--- src/rtl/bitbal_pkg.sv ---
// Shared constants, state encoding and word helpers for the bit-balancing blocks.
package bitbal_pkg;
  localparam int WIDTH = 8;
  localparam int IDX_W = 7;
  localparam int K_MAX = 8;

  typedef enum logic {
    ST_IDLE = 1'b0,
    ST_EMIT = 1'b1
  } state_e;

  // Smallest word with kk ones: kk ones packed at the bottom.
  function automatic logic [WIDTH-1:0] first_word(input logic [3:0] kk);
    return WIDTH'((9'd1 << kk) - 9'd1);
  endfunction

  // Largest word with kk ones: kk ones packed at the top (0x00 for kk=0).
  function automatic logic [WIDTH-1:0] last_word(input logic [3:0] kk);
    return first_word(kk) << (4'd8 - kk);
  endfunction
endpackage

--- src/rtl/tz_count8.sv ---
// Trailing-zero count of an 8-bit word; a zero input returns 0.
module tz_count8 (
  input  logic [7:0] x_i,
  output logic [2:0] tz_o
);
  // Scan from the top so the lowest set bit wins.
  always_comb begin
    tz_o = 3'd0;
    for (int i = 7; i >= 0; i--) begin
      if (x_i[i]) tz_o = 3'(i);
    end
  end
endmodule

--- src/rtl/ones_pattern_generator.sv ---
// Emits every 8-bit word with exactly k ones, ascending, one per handshake.
module ones_pattern_generator
  import bitbal_pkg::*;
(
  input  logic             clk,
  input  logic             reset,
  input  logic             start,
  input  logic [3:0]       k,
  input  logic             out_ready,
  output logic             out_valid,
  output logic [WIDTH-1:0] out,
  output logic             last,
  output logic [IDX_W-1:0] index,
  output logic             busy,
  output logic             error
);
  state_e           state_q;
  logic [3:0]       k_q;
  logic [WIDTH-1:0] word_q, word_d;
  logic [IDX_W-1:0] idx_q;
  logic             last_q;
  logic             err_q;
  logic [2:0]       tz;
  logic [WIDTH:0]   x9, c9, r9;

  tz_count8 u_tz (
    .x_i  (word_q),
    .tz_o (tz)
  );

  // Gosper's next-combination step in 9 bits; the carry out of r9 is dropped.
  always_comb begin
    x9     = {1'b0, word_q};
    c9     = x9 & (~x9 + 9'd1);
    r9     = x9 + c9;
    word_d = WIDTH'(r9 | (((x9 ^ r9) >> 2) >> tz));
  end

  // Sequencer: loads the first word on start, steps on each handshake.
  always_ff @(posedge clk) begin
    if (reset) begin
      state_q <= ST_IDLE;
      k_q     <= 4'd0;
      word_q  <= '0;
      idx_q   <= '0;
      last_q  <= 1'b0;
      err_q   <= 1'b0;
    end else begin
      err_q <= 1'b0;
      case (state_q)
        ST_IDLE: begin
          if (start) begin
            if (k <= 4'(K_MAX)) begin
              k_q     <= k;
              word_q  <= first_word(k);
              idx_q   <= '0;
              last_q  <= (first_word(k) == last_word(k));
              state_q <= ST_EMIT;
            end else begin
              err_q <= 1'b1;
            end
          end
        end
        ST_EMIT: begin
          if (out_ready) begin
            if (last_q) begin
              last_q  <= 1'b0;
              state_q <= ST_IDLE;
            end else begin
              word_q <= word_d;
              idx_q  <= idx_q + IDX_W'(1);
              last_q <= (word_d == last_word(k_q));
            end
          end
        end
        default: state_q <= ST_IDLE;
      endcase
    end
  end

  assign busy      = (state_q == ST_EMIT);
  assign out_valid = (state_q == ST_EMIT);
  assign out       = word_q;
  assign index     = idx_q;
  assign last      = last_q;
  assign error     = err_q;
endmodule

--- config.mk ---
export PLATFORM = sky130hd
export DESIGN_NAME = ones_pattern_generator
export DESIGN_NICKNAME = d
export VERILOG_FILES = /design/src/rtl/bitbal_pkg.sv /design/src/rtl/tz_count8.sv /design/src/rtl/ones_pattern_generator.sv
export SDC_FILE = /design/constraint.sdc
export NUM_CORES = 1
export LEC_CHECK = 0
export ABC_AREA = 1
export CORE_MARGIN = 1
export CORE_UTILIZATION = 35
export CTS_CLUSTER_SIZE = 25
export DETAILED_ROUTE_END_ITERATION = 7
export GPL_TIMING_DRIVEN = 0
export PLACE_DENSITY_LB_ADDON = 0.1
export SYNTH_ARGS = -nofsm -noshare
export SYNTH_HDL_FRONTEND = slang
export SYNTH_HIERARCHICAL = 1
export SYNTH_SLANG_ARGS = --single-unit
--- constraint.sdc ---
create_clock -name clk -period 7 [get_ports clk]
set_clock_uncertainty 0.05 [all_clocks]
set_input_delay 0.7 -clock clk [delete_from_list [all_inputs] [get_ports clk]]
set_output_delay 0.7 -clock clk [all_outputs]
set_load 0.01 [all_outputs]
; Word level (Yosys, flattened, before mapping)
; Index checks and enable logic that the tools add are counted.
[classes]
n_addsub = 7
magnitude_cmp = 1
eq_ne = 6
shifts = 5
mux = 29
n_bitwise = 6
n_reduce_logical = 4
[ops]
columns = operator, n
row1 = $mux 8, 4
row2 = $mux 7, 4
row3 = $mux 3, 8
row4 = $eq 8x8->1, 2
row5 = $pmux 8 s2, 1
row6 = $shl 1x4->8 const A, 2
row7 = $shl 8x4->8, 2
row8 = $sub 8x1->8 const B, 2
row9 = $pmux 7 s2, 1
row10 = $add 8x9->9, 1
row11 = $add 9x1->9 const B, 1
row12 = $and 8x9->9, 1
row13 = $mux 1, 9
row14 = $not 8->9, 1
row15 = $xor 8x9->9, 1
row16 = $ne 2x2->1 const B, 4
row17 = $or 8x8->8, 1
row18 = $shr 7x3->8, 1
row19 = $sub 4x4->4 const A, 2
row20 = $add 7x1->7 const B, 1
row21 = $reduce_and 3->1, 2
row22 = $le 4x4->1 const B, 1
row23 = $pmux 1 s2, 2
row24 = $reduce_and 4->1, 1
row25 = 2 further kinds, 3
[word_totals]
regBits = 22
word_cells = 64

; Longest topological paths before layout
; Gate-level depths: netlist of the first run.
[logic_depth]
ltp_word = 14
mapped_depth = 23
depth_no_buf = 21

; By module
; The synthesis of the first run kept the hierarchy.
[by_module_without_submodules]
columns = mod, n_inst, cells_per_inst, area_per_inst_um2, seq_area_each_um2
row1 = ones_pattern_generator, 1, 511, 2872.8, 440.4
row2 = tz_count8, 1, 19, 95.1, 0.0

; Worst setup path before layout of the first run
; OpenSTA, ideal clock, no wires.
[synth_timing]
kind = in2reg
startpoint = input port k[0]
endpoint = register last_q, in the netlist last
arrival_ns = 2.902
t_required_ns = 6.884
path_slack_ns = 3.982
stages = 19
cell_sequence = buf_4 > inv_2 > buf_6 > ha_1 > ha_1 > nand2_4 > ha_1 > nand2_1 > o21ai_1 > or2_1 > o21ai_0 > nand3_1 > nor2_1 > nand4_1 > nor2_1 > nand3_1 > nand2_1 > inv_1 > a21oi_2
[synth_via]
elab_chain_len = 7
elab_cells_between_ends = 11
[synth_lines]
columns = element, line_no
row1 = start: declaration, ones_pattern_generator.sv:8  ; input logic [3:0] k,
row2 = $shl 1x4->8, bitbal_pkg.sv:14  ; return WIDTH'((9'd1 << kk) - 9'd1);
row3 = $sub 8x1->8, bitbal_pkg.sv:14
row4 = $shl 8x4->8, bitbal_pkg.sv:19  ; return first_word(kk) << (4'd8 - kk);
row5 = $eq 8x8->1, ones_pattern_generator.sv:57  ; last_q <= (first_word(k) == last_word(k));
row6 = $mux 1, ones_pattern_generator.sv:53  ; if (k <= 4'(K_MAX)) begin
row7 = $mux 1, ones_pattern_generator.sv:52  ; if (start) begin
row8 = $pmux 1 s2, ones_pattern_generator.sv:50  ; case (state_q)
row9 = end signal: assignment, ones_pattern_generator.sv:57
row10 = end signal: assignment, ones_pattern_generator.sv:72  ; last_q <= (word_d == last_word(k_q));
row11 = end: declaration, ones_pattern_generator.sv:21  ; logic last_q;
; Several ways; a longest one is shown, not always the timed one. The select of a mux whose other input is x is not followed.
; A chain may end at the register's enable or synchronous reset.

; Final worst setup path of the first run
; Ends and elaborated chain as after synthesis.

==> results of run 1 <==
[power groups by stage]
stage / Sequential (mW) / Clock [mW] / Combinational, mW
2_1_floorplan: 0.150 / 0 / 0.250
3_3_place_gp: 0.151 / 0 / 0.331
3_5_place_dp: 0.151 / 0 / 0.332
4_1_cts: 0.148 / 0.0946 / 0.334
5_1_grt: 0.150 / 0.0986 / 0.384
6_report: 0.148 / 0.0933 / 0.333
[synth_stat cells]
cell / n / share of area (%)
o221ai_1: 1 / 0.30
clkbuf_1: 3 / 0.38
nand4_1: 15 / 3.2
clkbuf_2: 1 / 0.17
o21ai_2: 5 / 1.5
nand2_1: 174 / 22
nand3b_1: 3 / 0.76
nand2_4: 1 / 0.38
or2_1: 4 / 0.84
nor3_1: 3 / 0.51
dfxtp_1: 22 / 15
buf_2: 3 / 0.51
nor2_1: 36 / 4.6
and3_1: 3 / 0.63
nor3_2: 1 / 0.34
a21oi_2: 2 / 0.59
nor2_2: 3 / 0.63
xor2_2: 1 / 0.55
a311oi_1: 1 / 0.30
nor2_4: 3 / 1.1
nand3_2: 4 / 1.3
nand2_2: 9 / 1.9
xor2_1: 5 / 1.5
o21ai_1: 6 / 1.0
buf_6: 1 / 0.38
inv_2: 4 / 0.51
o211ai_1: 5 / 1.3
nor3b_1: 3 / 0.76
a22oi_1: 2 / 0.51
a31o_2: 1 / 0.30
ha_1: 15 / 6.3
a21oi_1: 29 / 4.9
inv_1: 72 / 9.1
clkinv_1: 2 / 0.25
xnor2_1: 2 / 0.59
nand3_1: 59 / 9.9
o21ai_0: 17 / 2.9
buf_4: 2 / 0.51
xnor2_2: 1 / 0.55
nor3b_2: 1 / 0.42
o22ai_1: 5 / 1.1
[metrics by stage]
stage          utilization [%]  worst slack, ps  cells  total power [mW]
2_1_floorplan                -             3980    530             0.400
3_3_place_gp              40.9             3140    661             0.482
3_5_place_dp              40.9             3100    661             0.483
4_1_cts                   41.6             3370    665             0.576
5_1_grt                   41.6             3100    665             0.632
6_report                  41.6             3380    665             0.574
[state kept, by name (all words and copies together), names as in the netlist]
name / cells
out: 8
index: 7
k_q: 4
busy: 1
error: 1
last: 1
[area by class of cell]
| class | instances | share of cell area, % |
|---|---|---|
| Buffer | 10 | 1.69 |
| Clock buffer | 4 | 1.61 |
| Inverter | 78 | 8.57 |
| Multi-Input combinational cell | 420 | 63.8 |
| Sequential cell | 22 | 12.9 |
| Tap cell | 105 | 3.85 |
| Timing Repair Buffer | 26 | 7.62 |
[critical path, cell delays in order]
cell and delay [ps]:
clkdlybuf4s50_1 510, buf_4 180, inv_2 70, buf_6 140, ha_1 240, ha_1 220, nand2_4 110, ha_1 280
nand2_1 80, o21ai_1 70, or2_1 230, o21ai_0 180, nand3_1 120, nor2_1 140, nand4_1 100, nor2_1 100
nand3_1 90, nand2_1 60, inv_1 40, a21oi_2 110
[metal layers]
metal	up-vias	wire length, um
li1	1790	-
met1	1485	3780
met2	41	3900
met3	7	160
met4	0	105
met5	-	0
[worst max path at each step]
stage	depth (start not counted)	endpoint
floorplan	19	last
global placement	20	last
detailed placement	20	last
CTS	20	last
global route	20	last
finish	20	last
[logic make-up (layout without fill, tap and decap cells)]
group / count (synthesis) / in the layout / synth area share, %
AOI/OAI and AO/OA: 74 / 74 / 14.5
xor gates and xnor gates: 9 / 9 / 3.16
adders and majority gates: 15 / 15 / 6.32
buffers and inverters: 88 / 118 / 11.8
DFF: 22 / 22 / 14.8
and+or+nand+nor: 322 / 322 / 49.3
==> flow_summary.toml, run 1 <==
[synth]
ys_warn_count = 6
yosysSeqAreaShare_pct = 14.8
synth_nets = 553
syn_inst = 530
ys_seq_elements = 22
syn-cell-area_um2 = 2970
synthDistinctLibCells = 41
synth_area_per_cell_um2 = 5.60

[die]
initial_core_util_pct = 36.1
dieArea_um2 = 8850
coreArea_um2 = 8220
ios = 27
rows = 33
die_h_um = 94.1
die_x_um = 94.1

[power_and_ir_drop]
swShare_pct = 47.5
p_leak_nw = 1.67
clockPowerShare_pct = 16.2
switchingPower_mw = 0.273
p_seq_share_pct = 25.8
ir_drop_mv = 0.0617
intPower_mw = 0.301
power_density_nw_per_um2 = 168
p_comb_share_pct = 58.0

[clocking]
cts_buffers = 3
root_buffer = "clkbuf_8"
htreeDepth = 1
clk_path_buf_depth = 2
cts_resized = 0
clk_latency_ps = 270
clock-sinks = 22
path_clk_slew_ps = 80
post-cts-setup-buffers = 0
hold_buffers = 0
cts_tree = "done"

[worst_setup_path]
critPathLaunch = "k[0]"
rr_worst_depth = 19
reg2reg_slack_ps = 4010
r2r-start = "k_q[0]"
arrival_ps = 3780
cp-start-kind = "input pin"
critPathCaptureType = "flip-flop"
cp.required_ps = 7160
reg2reg_to = "last"
worstPathMaxFanout = 11
crit_type = "input pin to flip-flop"

[hold_path]
holdPathEnd = "index[1]"
min-delay-start = "index[1]"
hold_class = "flip-flop to flip-flop"
holdPathStages = 2

[sta]
tns_ps = 0
max_freq_mhz = 276
post-route-min-period_ps = 3620
setup_violations = 0
slew_headroom_pct = 64.7
worstMarginPinSlew_ps = 529
maxSlewViolCount = 0
rsz0062_at_grt = "false"
hold_viol_final = 0
fin_crit_sh_pct = 51.7
whs_ps = 460

[finish]
multiInputGateArea_um2 = 2180
syn2layout_area_growth_pct = 15.1
fillCellCount = 919
fin_nets = 584
drive_above_1_share_pct = 8.39
design_area_um2 = 3410
insertedDiodeCount = 0
mostFrequentLayoutCell = "nand2_1"
seq_area_um2 = 440
most-common-layout-cells = "nand2_1, inv_1, nand3_1, nor2_1, a21oi_1"

[drt]
drt_iter0_drc = 125
firstDrtPassIters = 4
drc = 0
vias = 3323
wl_per_cell_um = 11.9
routed_via_density = 5.00
ant_nets = 0
wirelength_um = 7940

[global_routing]
busiest_layer = "met2"
use_met2_pct = 34.4
gr-usage-met3_pct = 1.29
grt_pass1_wl_um = 13500
track_usage_pct = 19.0
antenna_found_initial = 0
grt_max_degree = 13
grt_overflow = 0
grt_pass1_vias = 2948
grt_util_met1_pct = 24.4

[placement]
gp_congestion = 0.828
port_buffers = 26
dpl_cell_area_um2 = 3360
dp_hpwl_um = 6720

[status]
status = "completed"

[flow_run]
drv_cap = 0
(Power assumes the default switching activity.)
==> run 2, diff against run 1 <==
==> constraint.sdc (replaced) <==
create_clock -name clk -period 3.5 [get_ports clk]
set_clock_uncertainty 0.05 [all_clocks]
set_input_delay 0.35 -clock clk [delete_from_list [all_inputs] [get_ports clk]]
set_output_delay 0.35 -clock clk [all_outputs]
set_load 0.01 [all_outputs]
==> run 2 against run 1 <==
  * Via count is 0.12% higher
  * Register-to-register slack worse by 3500 ps
  * Final area is 0.11% higher
  * Hold slack hardly changed
  * Clock power is 100% higher
  * Critical path depth stayed put
  * Cell count stayed put
  * Die area stayed put
  * First-iteration DRC count is 0.80% higher
  * Sequential cell count stayed put
  * Non-clock buffer count stayed put
  * Count of clock-buffer cells in the layout stayed put
  * Critical path type unchanged
  * Largest cell class unchanged
  * Largest power group unchanged
==> flow_summary.toml, run 2 (synthesis results as in run 1) <==
[global_routing]
grt_pass1_wl_um = 13500
antenna_found_initial = 0
grt_max_degree = 13
grt_pass1_vias = 2948
grt_overflow = 0
track_usage_pct = 19.0

[clocking]
clock-sinks = 22
cts_buffers = 3
clk_path_buf_depth = 2
clk_latency_ps = 270
path_clk_slew_ps = 80
root_buffer = "clkbuf_8"
cts_tree = "done"
hold_buffers = 0
htreeDepth = 1

[drt]
vias = 3327
wl_per_cell_um = 11.9
drt_iter0_drc = 126
wirelength_um = 7930
routed_via_density = 5.00
drc = 0
firstDrtPassIters = 4
ant_nets = 0

[sta]
slew_headroom_pct = 64.7
max_freq_mhz = 311
maxSlewViolCount = 0
setup_violations = 0
hold_viol_final = 0
fin_crit_sh_pct = 91.9
worstMarginPinSlew_ps = 529
rsz0062_at_grt = "false"
post-route-min-period_ps = 3220

[placement]
gp_congestion = 0.828
port_buffers = 26
placed_cells = 661
dp_hpwl_um = 6720
dpl_cell_area_um2 = 3360

[worst_setup_path]
slowest_stage = "clkdlybuf4s50_1"
arrival_ps = 3370
cp-start-kind = "input pin"
max_stage_delay_ps = 520
cp_top_family = "simple AND/OR/NAND/NOR gates"
crit_buf_inv = 5
path_cells = "clkdlybuf4s50_1 > buf_6 > inv_2 > buf_6 > ha_1 > ha_1 > nand2_4 > ha_1 > nand2_1 > o21ai_1 > or2_1 > o21ai_1 > nand3_1 > nor2_1 > nand4_1 > nor2_1 > nand3_1 > nand2_1 > inv_1 > a21oi_2"
crit_type = "input pin to flip-flop"
critPathCaptureType = "flip-flop"
cp.required_ps = 3660
reg2reg_slack_ps = 510
worstPathMaxFanout = 11
cp_common_cell = "ha_1"

[finish]
design_area_um2 = 3420
drive_above_1_share_pct = 8.39
postLayoutCoreUtil_pct = 41.6
most-common-layout-cells = "nand2_1, inv_1, nand3_1, nor2_1, a21oi_1"
fillCellCount = 917
syn2layout_area_growth_pct = 15.2
fin_nets = 584
insertedDiodeCount = 0
largest_reg_flops = 8
mostFrequentLayoutCell = "nand2_1"
final_cell_count_no_fill = 665

[power_and_ir_drop]
p_leak_nw = 1.68
ir_drop_mv = 0.124
power_density_nw_per_um2 = 336
totalPowerFinal_mw = 1.15

[die]
ios = 27
die_x_um = 94.1
dieArea_um2 = 8850
initial_core_util_pct = 36.1
rows = 33
die_h_um = 94.1
coreArea_um2 = 8220

[status]
status = "completed"

[hold_path]
hold_class = "flip-flop to flip-flop"

[flow_run]
drv_cap = 0
## run 2: layer usage
metal  track usage [%]  share of wire, %
met1              24.4                48
met2              34.4                49
met3              1.29               1.6
met4              4.49               1.3
met5                 0                 0
## run 2: repair_timing
item / in CTS / in global routing
gates resized for setup: 0 / 2
endpoints found under the setup margin: 0 / 1
buffers inserted: 0 / 0
## run 2: final cells by class
cell class / instances / area (um2) / area share [%]
Buffer: 10 / 61.3 / 1.79
Clock buffer: 4 / 55.1 / 1.61
Inverter: 78 / 293 / 8.57
Multi-Input combinational cell: 420 / 2180 / 63.7
Sequential cell: 22 / 440 / 12.9
Tap cell: 105 / 131 / 3.84
Timing Repair Buffer: 26 / 260 / 7.61
## run 2: power by group
part           leakage, nW  switching (mW)  total [mW]  internal, mW
registers            0.180          0.0303       0.296         0.266
clock network       0.0288          0.0862       0.187         0.100
logic                 1.47           0.430       0.666         0.237
## run 2: final timing paths
check,to,cells past startpoint,from
worst min register to register,index[1],2,index[1]
worst min-delay path,index[1],2,index[1]
worst max register to register,last,19,k_q[0]
worst max-delay path,last,20,k[0]
## run 2: through the flow
stage	TNS [ps]	hold slack [ps]	setup slack [ps]
2_1_floorplan	0	376	832
3_3_place_gp	-6.78	448	-6.78
3_5_place_dp	-55.0	448	-55.0
4_1_cts	0	460	216
5_1_grt	0	490	35.8
6_report	0	460	285
## run 2: worst register-to-register path, delay by kind of cell, from the launching register on
kind	cells	cell delay (ps)
AND/OR/NAND/NOR	11	1060
buffers and inverters	3	400
flip-flops	1	360
AO/OA/AOI/OAI	1	140
adder cells (fa/ha/maj)	3	720
XOR/XNOR	1	210
